### src/rtl/divu_if.sv
// divu_if: request/result bundle for the iterative unsigned divider.
// The CPU side drives the master modport; the divider implements the slave.
interface divu_if #(
  parameter int WIDTH = 8
);
  logic             start;
  logic [WIDTH-1:0] a;
  logic [WIDTH-1:0] b;
  logic [WIDTH-1:0] q;
  logic [WIDTH-1:0] r;
  logic             busy;
  logic             done;
  logic             div_zero;

  modport master (
    output start, a, b,
    input  q, r, busy, done, div_zero
  );

  modport slave (
    input  start, a, b,
    output q, r, busy, done, div_zero
  );
endinterface

### src/rtl/divu.sv
// divu: iterative restoring unsigned divider, one quotient bit per clock.
// Optional feature macro: DIVU_EARLY_OUT_EN -- when defined, a request with
// a < b (and b != 0) completes in one cycle with q=0, r=a.
module divu #(
  parameter int WIDTH = 8
) (
  input  logic  clk,
  input  logic  clrn,
  divu_if.slave bus
);
  localparam int CW = $clog2(WIDTH + 1);

  typedef enum logic {IDLE, RUN} state_t;

  state_t           r_state,    w_state_next;
  logic [WIDTH-1:0] r_dividend, w_dividend_next;
  logic [WIDTH-1:0] r_divisor,  w_divisor_next;
  logic [WIDTH:0]   r_rem,      w_rem_next;
  logic [WIDTH-1:0] r_quot,     w_quot_next;
  logic [CW-1:0]    r_cnt,      w_cnt_next;
  logic [WIDTH-1:0] r_q,        w_q_next;
  logic [WIDTH-1:0] r_r,        w_r_next;
  logic             r_done,     w_done_next;
  logic             r_dz,       w_dz_next;

  // One restoring step: bring in the next dividend bit, try to subtract.
  logic [WIDTH:0]   w_rem_shift;
  logic [WIDTH:0]   w_trial;
  logic             w_fits;
  logic [WIDTH:0]   w_rem_step;
  logic [WIDTH-1:0] w_quot_step;

  assign w_rem_shift = {r_rem[WIDTH-1:0], r_dividend[WIDTH-1]};
  assign w_trial     = w_rem_shift - {1'b0, r_divisor};
  assign w_fits      = ~w_trial[WIDTH];
  assign w_rem_step  = w_fits ? w_trial : w_rem_shift;
  assign w_quot_step = {r_quot[WIDTH-2:0], w_fits};

  // Next-state and datapath update; everything holds unless changed below.
  always_comb begin
    w_state_next    = r_state;
    w_dividend_next = r_dividend;
    w_divisor_next  = r_divisor;
    w_rem_next      = r_rem;
    w_quot_next     = r_quot;
    w_cnt_next      = r_cnt;
    w_q_next        = r_q;
    w_r_next        = r_r;
    w_done_next     = 1'b0;
    w_dz_next       = r_dz;

    unique case (r_state)
      IDLE: begin
        if (bus.start) begin
          w_dividend_next = bus.a;
          w_divisor_next  = bus.b;
          w_rem_next      = '0;
          w_quot_next     = '0;
          w_cnt_next      = CW'(WIDTH);
          if (bus.b == '0) begin
            // Divide by zero resolves immediately without entering the loop.
            w_q_next    = '1;
            w_r_next    = bus.a;
            w_dz_next   = 1'b1;
            w_done_next = 1'b1;
`ifdef DIVU_EARLY_OUT_EN
          end else if (bus.a < bus.b) begin
            w_q_next    = '0;
            w_r_next    = bus.a;
            w_dz_next   = 1'b0;
            w_done_next = 1'b1;
`endif
          end else begin
            w_state_next = RUN;
          end
        end
      end
      RUN: begin
        w_dividend_next = {r_dividend[WIDTH-2:0], 1'b0};
        w_rem_next      = w_rem_step;
        w_quot_next     = w_quot_step;
        w_cnt_next      = r_cnt - CW'(1);
        // The step that takes the counter to zero publishes the result.
        if (r_cnt == CW'(1)) begin
          w_q_next     = w_quot_step;
          w_r_next     = w_rem_step[WIDTH-1:0];
          w_dz_next    = 1'b0;
          w_done_next  = 1'b1;
          w_state_next = IDLE;
        end
      end
      default: w_state_next = IDLE;
    endcase
  end

  // State and datapath registers; reset aborts any divide in flight.
  always_ff @(posedge clk or negedge clrn) begin
    if (!clrn) begin
      r_state    <= IDLE;
      r_dividend <= '0;
      r_divisor  <= '0;
      r_rem      <= '0;
      r_quot     <= '0;
      r_cnt      <= '0;
      r_q        <= '0;
      r_r        <= '0;
      r_done     <= 1'b0;
      r_dz       <= 1'b0;
    end else begin
      r_state    <= w_state_next;
      r_dividend <= w_dividend_next;
      r_divisor  <= w_divisor_next;
      r_rem      <= w_rem_next;
      r_quot     <= w_quot_next;
      r_cnt      <= w_cnt_next;
      r_q        <= w_q_next;
      r_r        <= w_r_next;
      r_done     <= w_done_next;
      r_dz       <= w_dz_next;
    end
  end

  assign bus.q        = r_q;
  assign bus.r        = r_r;
  assign bus.busy     = (r_state == RUN);
  assign bus.done     = r_done;
  assign bus.div_zero = r_dz;
endmodule

### src/flat_wrapper.sv
// flat-port wrapper written by rule: the top's interface ports become plain ports
module divu_flat 
#(
  parameter int WIDTH = 8
)
  (clk, clrn, bus_start, bus_a, bus_b, bus_q, bus_r, bus_busy, bus_done, bus_div_zero);
  divu_if #(.WIDTH(WIDTH)) bus_i ();
  input  logic clk;
  input  logic clrn;
  input wire logic [$bits(bus_i.start)-1:0] bus_start;
  input wire logic [$bits(bus_i.a)-1:0] bus_a;
  input wire logic [$bits(bus_i.b)-1:0] bus_b;
  output wire logic [$bits(bus_i.q)-1:0] bus_q;
  output wire logic [$bits(bus_i.r)-1:0] bus_r;
  output wire logic [$bits(bus_i.busy)-1:0] bus_busy;
  output wire logic [$bits(bus_i.done)-1:0] bus_done;
  output wire logic [$bits(bus_i.div_zero)-1:0] bus_div_zero;
  assign bus_i.start = bus_start;
  assign bus_i.a = bus_a;
  assign bus_i.b = bus_b;
  assign bus_q = bus_i.q;
  assign bus_r = bus_i.r;
  assign bus_busy = bus_i.busy;
  assign bus_done = bus_i.done;
  assign bus_div_zero = bus_i.div_zero;
  divu #(.WIDTH(WIDTH)) u_core (.clk(clk), .clrn(clrn), .bus(bus_i));
endmodule
### config.mk
export PLATFORM = sky130hd
export DESIGN_NAME = divu_flat
export DESIGN_NICKNAME = d
export VERILOG_FILES = /design/src/rtl/divu_if.sv /design/src/rtl/divu.sv /design/src/flat_wrapper.sv
export SDC_FILE = /design/constraint.sdc
export NUM_CORES = 1
export LEC_CHECK = 0
export ABC_CLOCK_PERIOD_IN_PS = 3000
export CORE_UTILIZATION = 54
export CTS_CLUSTER_DIAMETER = 40
export DETAILED_ROUTE_END_ITERATION = 12
export PLACE_DENSITY_LB_ADDON = 0.12
export SYNTH_ARGS = -nofsm -noshare
export SYNTH_HDL_FRONTEND = slang
export SYNTH_SLANG_ARGS = --single-unit
### constraint.sdc
create_clock -name clk -period 3 [get_ports clk]
set_clock_uncertainty 0.05 [all_clocks]
set_input_delay 0.75 -clock clk [delete_from_list [all_inputs] [get_ports clk]]
set_output_delay 0.75 -clock clk [all_outputs]
set_load 0.1 [all_outputs]
* Word-level counts from Yosys, hierarchy flattened
Cells that the tools add are included.
** Word-level totals
- Register bits :: 54
- Bits of input ports :: 19
- Output and inout port bits :: 19
- Logic and storage cells :: 50
** Cells by class
- Add/subtract/negate cells :: 2
- Equality and inequality tests :: 4
- Multiplexer cells :: 29
- Bitwise operators :: 2
- Reductions and logical operators :: 3
** Operators by type and width (count)
- two-way mux 8 bit :: 9
- one-hot mux 8 bit (2 select lines) :: 4
- one-hot mux 7 bit (2 select lines) :: 1
- two-way mux 1 bit :: 9
- subtractor 9 x 8 -> 9 bit :: 1
- zero test 8 bit :: 1
- one-hot mux 4 bit (2 select lines) :: 1
- two-way mux 7 bit :: 1
- one-hot mux 1 bit (2 select lines) :: 3
- == test 4 x 1 -> 1 bit, second input constant :: 1
- two-way mux 4 bit :: 1
- inequality test 2 bit, second input constant :: 2
- subtractor 4 x 1 -> 4 bit, second input constant :: 1
- AND reduction 3 bit :: 1
- inequality test 2 x 1 -> 1 bit, second input constant :: 1
- inverter 1 bit :: 2
- AND reduction 2 bit :: 1

* Longest topological paths before layout
Gate-level depths: netlist of run 1.
- Word-level depth :: 4
- Mapped depth :: 10

* Worst setup path before layout of run 1
No wires, ideal clock.
- Kind :: reg2reg
- Start :: reg u_core.r_dividend[7]
- End :: reg u_core.r_rem[0]
- Arrival time :: 2.235 ns
- Slack :: 0.632 ns
- Cell stages (with the launch flop) :: 11
- Path buffers :: 0
- Cell sequence :: dfrtp_1 inv_1 ha_1 inv_1 fa_1 a211oi_2 nor3_2 nor2_4 xor2_4 mux2_2 o22ai_1
** Between the ends
- Longest elaborated chain between the ends :: 3
** RTL lines
- start: declaration :: line divu.sv:16 : logic [WIDTH-1:0] r_dividend, w_dividend_next;
- start signal: assignment :: line divu.sv:111 : r_dividend <= w_dividend_next;
- subtractor 9 x 8 -> 9 bit :: line divu.sv:34 : assign w_trial = w_rem_shift - {1'b0, r_divisor};
- two-way mux 8 bit * :: line divu.sv:36 : assign w_rem_step = w_fits ? w_trial : w_rem_shift;
- one-hot mux 8 bit (2 select lines) * :: line divu.sv:52 : unique case (r_state)
- end signal: assignment :: line divu.sv:113 : r_rem <= w_rem_next;
- end: declaration :: line divu.sv:18 : logic [WIDTH:0] r_rem, w_rem_next;
Every way passes the cells marked *; elsewhere a longest branch is shown, timed or not.
A chain may end at the register's enable or synchronous reset.

* Final worst setup path of run 1
- Start :: reg u_core.r_dividend[7]
- End :: reg u_core.r_r[3] (netlist: u_core.bus.r[3])
** Between the ends
- Longest elaborated chain between the ends :: 4
** RTL lines
- subtractor 9 x 8 -> 9 bit :: line divu.sv:34
- two-way mux 8 bit :: line divu.sv:36
- two-way mux 8 bit :: line divu.sv:84 : if (r_cnt == CW'(1)) begin
- one-hot mux 8 bit (2 select lines) :: line divu.sv:52
- end signal: assignment :: line divu.sv:117 : r_r <= w_r_next;
- end: declaration :: line divu.sv:22 : logic [WIDTH-1:0] r_r, w_r_next;
Every way passes these cells. The select of a mux whose other input is x is not followed.

==> results.txt, run 1 <==
For this run, asynchronously set or reset flops after synthesis account for 100%. The number of antenna violations at the first check in global routing was 0. The critical path goes through inv_1, ha_1, inv_1, fa_1, a211oi_2, nor3_2, nor2_4, xnor2_1, mux2i_1, o211ai_1.

The synthesized netlist contains 48 unique library cells. The most critical setup path has its startpoint at u_core.r_dividend[7]. The maximum number of pins on one net before global-route repair is 55, and the post-CTS clock slew at the launch and capture registers of the worst setup and hold paths is 0.10 ns.

The transition time at the pin with the least slew margin was 0.736 ns. dfrtp_1 is the most common cell in the netlist. The tools report the final count of negative-setup-slack endpoints as 0. In this run the critical register-to-register path is launched from u_core.r_dividend[7]. The tools report the buffer count from post-CTS setup fixing as 0.

Kind of end point of the critical path: a flop. The floorplan has 25 rows. The finished layout holds 387 standard cells, fillers aside. The number of antenna diodes in the final layout is 0.

The die covers 5340 um^2. Filler cell count in the final layout: 386. After detailed routing, the total wire length is 5.88 mm.

For this run the aggregate overflow at the end of global routing stands at 0. In this run the worst hold path is classified as input port to async pin. In the post-route analysis, the smallest setup slack over all paths is 0.243 ns.

The worst setup path is launched from a flop. The maximum frequency from static timing analysis came out at 0.363 GHz. At the end of the flow the core is filled with cells to 68.1%. The clock reaches the later pin of the worst-skew pair after 0.31 ns. Cell type with the highest aggregate area in the netlist: dfrtp_1. The root buffer cell chosen for the clock tree is clkbuf_8. The average routed wire per standard cell works out to 15.2 um. The number of DRC violations after detailed routing is 0. The worst path in the final design needs a cycle of 2.76 ns, including I/O delays and setup. In this run, CTS created clock tree buffers numbering 5.

The number of max-cap violations was 0. For the post-detailed-placement half-perimeter wirelength, the log shows 4.23 mm. The run finished with clean final reports.

Once detail routing completed, the nets flagged for antenna violations numbered 0. Input and output buffers added on the ports amount to 37. Compared with the post-synthesis result, the final layout area differs by 19.4%.

The number of hold buffers added after CTS was 0. Leading register cell type out of synthesis: dfrtp_1. The kind of critical path was flop to flop.

The H-tree was split into 2 levels. OpenSTA, run right after detailed placement, puts the worst setup slack at 0.219 ns. The average footprint of a synthesized cell works out to 9.64 um^2. Pin placement for this block handled 38 I/O pins. The number of synthesis warnings is 0, and the y dimension of the die is 73.1 um. The cell area that synthesis handed to floorplanning was 2730 um^2.

Of the post-synthesis cell area, the dominant cell type holds 49.5%. CTS saw 54 sinks. The sum of negative setup slack came out at 0 ns. The commonest cells after synthesis are dfrtp_1 (54), nand2_1 (45), o21ai_0 (24). At the end of routability-driven placement, the weighted congestion stood at 0.832. Headroom to the max-slew limit came out at 50.6%. Once the floorplan was initialized, standard cells occupied 57.0% of the core.

Max-slew violation total from the final report: 0. The synthesized netlist net count is 313, and the global-route usage over all layers is 25.0%. Setup repair after global routing left no endpoint under its margin. The number of failing hold endpoints at the final stage was 0; the maximum cell stage delay along the critical path was 0.44 ns. After detailed routing, the number of vias per cell comes to 5.54. The detailed router placed 2145 vias in this run.

The number of global-route vias before repair was 1942. For the first-pass GRT wire length, the log shows 9.93 mm. For this block, the initial DRC count from the detailed router was 184. TritonCTS built the clock tree. The count of cells resized by post-cts repair is 0, and the width of the die is 73.1 um. STA puts the critical path data required time at 3.13 ns. The post-synthesis register bit count is 54, and the number of iterations in the first detailed-routing pass is 4. The placed cell count is 379. The largest individual stage delay along the critical path comes from the cell fa_1.

In this run the deepest clock path goes through 2 buffers. Synthesis handed over a netlist of 283 instances. The run gives 4790 um^2 as the core box area. In the final layout, the share of cells above drive strength 1 is 14.4%. Ranked by total cell area, the synthesized netlist is headed by dfrtp_1 (50%), nand2_1 (6.2%), ha_1 (4.6%).

In this run, synthesis inferred 0 flip-flops with an integrated enable. The final layout contains 349 nets. Of all nets on the critical path, the largest fanout is 5. The tools report the register area share after synthesis as 49.5%. The cell that appears most often on the critical path is inv_1.

The period utilization was 91.9%; the arrival time of the worst setup path was 2.89 ns.
cell usage in the layout, fill, tap and decap left out, types with 2 or more instances in the layout:
| master | count |
|---|---|
| o22ai_1 | 5 |
| buf_4 | 23 |
| nor2_1 | 18 |
| buf_12 | 2 |
| and3_1 | 2 |
| nand3_1 | 4 |
| clkdlybuf4s50_1 | 17 |
| o21a_1 | 2 |
| dfrtp_1 | 54 |
| xnor2_1 | 6 |
| a21o_1 | 3 |
| o31ai_1 | 9 |
| or4_1 | 2 |
| ha_1 | 10 |
| clkbuf_8 | 6 |
| o211ai_1 | 5 |
| inv_1 | 20 |
| a31oi_1 | 9 |
| or3_1 | 2 |
| mux2i_1 | 10 |
| nor3_1 | 4 |
| nand2_1 | 45 |
| o21ai_0 | 24 |
| a21oi_1 | 11 |
sequential cells by signal (all words and copies together) (netlist names):
name,cells
u_core.bus.q,8
u_core.bus.r,8
u_core.r_dividend,8
u_core.r_divisor,8
u_core.r_rem,8
u_core.r_quot,7
u_core.r_cnt,4
u_core.bus.busy,1
u_core.bus.div_zero,1
u_core.bus.done,1
layout make-up:
class,count,area [um^2],share of cell area (%)
tap,67,83.8,2.57
multi-input combinational,194,1230,37.9
clock inverter,2,38.8,1.19
inverter,21,78.8,2.42
clock buffer,6,82.6,2.53
timing repair buffer,43,388,11.9
sequential,54,1350,41.5
layer usage:
metal	GRT usage [%]	routed length, um	vias to the layer above
li1	-	-	1062
met1	38.3	2870	1025
met2	35.4	2670	49
met4	8.93	83	0
met3	4.28	255	9
met5	0	0	-
cell families after synthesis:
logic type	share of synthesized area, %
DFF	49.5
AOI/OAI and AO/OA	19.3
muxes	4.08
buffers and inverters	5.18
xor gates and xnor gates	2.94
adders and majority gates	5.32
and+or+nand+nor	13.6
path summary, 6_finish.rpt:
kind,endpoint,slack [ns],cells after the start
worst max-delay path,u_core.bus.r[3],0.24,10
worst min-delay path,u_core.bus.q[5],0.35,2
worst max register to register,u_core.bus.r[3],0.24,10
worst min register to register,u_core.r_quot[1],0.44,2
max in group asynchronous,u_core.r_divisor[2],2.28,2
min in group clk,u_core.r_quot[1],0.44,2
per-stage QoR:
stage	instance area (um^2)	hold WS (ns)
after floorplan	2730	0.400
after global placement	3140	0.409
after detailed placement	3140	0.417
after CTS	3260	0.373
after global routing	3260	0.388
final	3260	0.351
worst max-delay path: cells and delay by family (launching register included):
| kind | cells | cell delay [ns] |
|---|---|---|
| fa+ha+maj | 2 | 0.60 |
| buf+inv | 2 | 0.13 |
| simple gates | 2 | 0.28 |
| xor+xnor | 1 | 0.37 |
| mux | 1 | 0.38 |
| flops | 1 | 0.39 |
| compound gates | 2 | 0.43 |
Power of run 1 is not shown: default switching activity piles up to over one toggle a cycle in this logic, so the estimate is an artifact.
==> run 2: changes to the inputs <==
PLACE_DENSITY = 0.88   (was default)
PLACE_DENSITY_LB_ADDON = default   (was 0.12)
==> results.txt, run 2 (same netlist as run 1, synthesis figures left out) <==
Logic depth of the worst register-to-register path: 10 (unchanged). Setup repair after global routing left no endpoint under its margin. The clock root buffer master is clkbuf_8.

TritonCTS built the clock tree. For the global-route usage over all layers, the log shows 25.9% (+0.90 points). The number of antenna violations at the first check in global routing is 0 (unchanged).

The share of cells above drive strength 1 came out at 14.9% (+0.53 points). The logs give 2230 (+4.0%) for the routed via count and 0 (unchanged) for the post-detailed-route count of antenna-violating nets. Traced cell by cell, the critical path runs through inv_1, ha_1, inv_1, fa_1, a211oi_2, nor3_2, nor2_4, xor2_4, mux2_2, o21ai_0.

The maximum number of pins on one net before global-route repair is 33 (-40%). The placer's final routability congestion estimate is 0.842 (+1.2%), and the average routed wire per standard cell is 15.7 um (+3.5%). The shortest clock period the worst path allows after layout works out to 2.80 ns (+0.0460 ns). The number of failing hold endpoints at the final stage is 0 (unchanged), and the level count of the clock H-tree is 2 (unchanged). The width of the die is 73.1 um (unchanged), and the final count of negative-setup-slack endpoints is 0 (unchanged).

The number of global-route vias before repair is 2156 (+11%), and the count of buffers inserted at the top-level ports is 37 (unchanged). The run gives 25 (unchanged) as the count of standard-cell rows. For the number of nets in the layout, the log shows 351 (+0.57%). The run gives 4.50 mm (+6.5%) as the post-detailed-placement half-perimeter wirelength. The number of stages on the worst setup path is 10 (unchanged), and the register-to-register setup slack is 0.20 ns (-0.05 ns). The vias per cell was 5.73 (+3.4%). Leaving out fill and tap cells, the most frequent cell in the layout is dfrtp_1.

The core box area came out at 4790 um^2 (unchanged). The run gives 3.18 ns (+0.05 ns) as the required time of the worst setup path. The tools report the number of buffers on the longest clock path as 2 (unchanged). The cell type of the slowest stage on the worst timing path is fa_1. For the worst-skew pair later-pin latency, the log shows 0.31 ns (about the same).

The initial core utilization is 57.0% (unchanged), and the count of cells resized by post-cts repair is 0 (unchanged). For the post-route worst hold slack, the log shows 0.380 ns (+0.0293 ns). The non-filler instance count after layout was 389 (+0.52%); the synthesis-to-finish area growth was 19.7%. The aggregate global routing overflow is 0 (unchanged), and the maximum cell stage delay along the critical path is 0.43 ns (about the same). The kind of cell with the highest combined delay on the critical path was adder cells.

The logs give 0 (unchanged) for the number of inserted diodes and 0 (unchanged) for the total of hold buffers inserted after clock tree synthesis. The post-CTS clock slew at the launch and capture registers of the worst setup and hold paths was 0.10 ns (about the same). Buffers plus inverters on the worst setup path: 2 (unchanged).

The sum of negative setup slack is 0 ns (unchanged). The maximum frequency from static timing analysis was 0.357 GHz (-1.6%). The final core area utilization was 68.2% (+0.13 points). The first-pass GRT wire length was 10.3 mm (+3.5%); the die area was 5340 um^2 (unchanged).

The tools report the wire length reported by the detailed router as 6.12 mm (+4.0%). The placed cell count was 381 (+0.53%). For the max-slew violation total from the final report, the log shows 0 (unchanged). The tools report the buffer count from post-CTS setup fixing as 0 (unchanged). The period utilization is 93.4% (+1.5 points). The transition time at the pin with the least slew margin is 0.665 ns (-0.0707 ns). By instance count, the cell type seen most on the critical path is inv_1. The tools report the number of iterations in the first detailed-routing pass as 4 (unchanged). The worst min-delay path category was input port to async pin.

Sink count of the clock tree: 54 (unchanged). The tools report the CTS buffer count as 5 (unchanged). The detailed router's first-iteration violation count is 147 (-20%). The run finished with clean final reports.

The critical path in this run is classified as flop to flop. STA classifies the critical path endpoint as a flop. The tools report the number of max-cap violations as 0 (unchanged). STA classifies the critical path startpoint as a flop.

The y dimension of the die is 73.1 um (unchanged). Relative slew slack: 55.6% (+5.0 points). The count of boundary I/O pins was 38 (unchanged). The run gives 0 (unchanged) as the number of DRC violations after detailed routing.

For the arrival time of the worst setup path, the log shows 2.98 ns (+0.09 ns). The maximum fanout along the worst path works out to 9 (+4). The library cells used most frequently in the layout, excluding fill and tap cells, are dfrtp_1 (54), nand2_1 (45), o21ai_0 (24), buf_4 (24), inv_1 (20).
==> run 2: metrics by stage <==
step / cell area [um^2] / worst slack, ns
2_1_floorplan: 2730 / 0.632
3_3_place_gp: 3160 / 0.272
3_5_place_dp: 3160 / 0.212
4_1_cts: 3260 / 0.227
5_1_grt: 3260 / 0.0579
6_report: 3260 / 0.197
==> run 2: worst paths after layout <==
check | from | end
setup / recovery | u_core.r_dividend[7] | u_core.bus.r[0]
min in group clk | u_core.r_quot[1] | u_core.r_quot[2]
hold reg to reg | u_core.r_quot[1] | u_core.r_quot[2]
hold / removal | clrn | u_core.r_quot[0]
max in group asynchronous | clrn | u_core.r_dividend[7]
setup reg to reg | u_core.r_dividend[7] | u_core.bus.r[0]
==> run 2: cell type report <==
| class | count | area [um^2] |
|---|---|---|
| well taps | 67 | 83.8 |
| flip-flops and latches | 54 | 1350 |
| clock inverters | 2 | 17.5 |
| multi-input cells | 194 | 1230 |
| inverters | 21 | 78.8 |
| repair buffers | 45 | 415 |
| clock buffers | 6 | 82.6 |
| fillers | 359 | 1520 |
==> run 2: routing by layer <==
| layer | GRT usage, % | routed length, um | part of all wire [%] | vias to the layer above |
|---|---|---|---|---|
| li1 | - | - | - | 1063 |
| met1 | 36.1 | 2720 | 44 | 1093 |
| met2 | 40.6 | 2940 | 48 | 68 |
| met3 | 5.25 | 370 | 6.0 | 6 |
| met4 | 8.50 | 86 | 1.4 | 0 |
| met5 | 0 | 0 | 0 | - |
Power of run 2 is left out for the same reason.
==> run 3: changes to the inputs <==
SLEW_MARGIN = 20   (was default)
==> results of run 3 <==
The final DEF is identical to that of run 2; final timing and power are the same.
Power of run 3 is left out for the same reason.
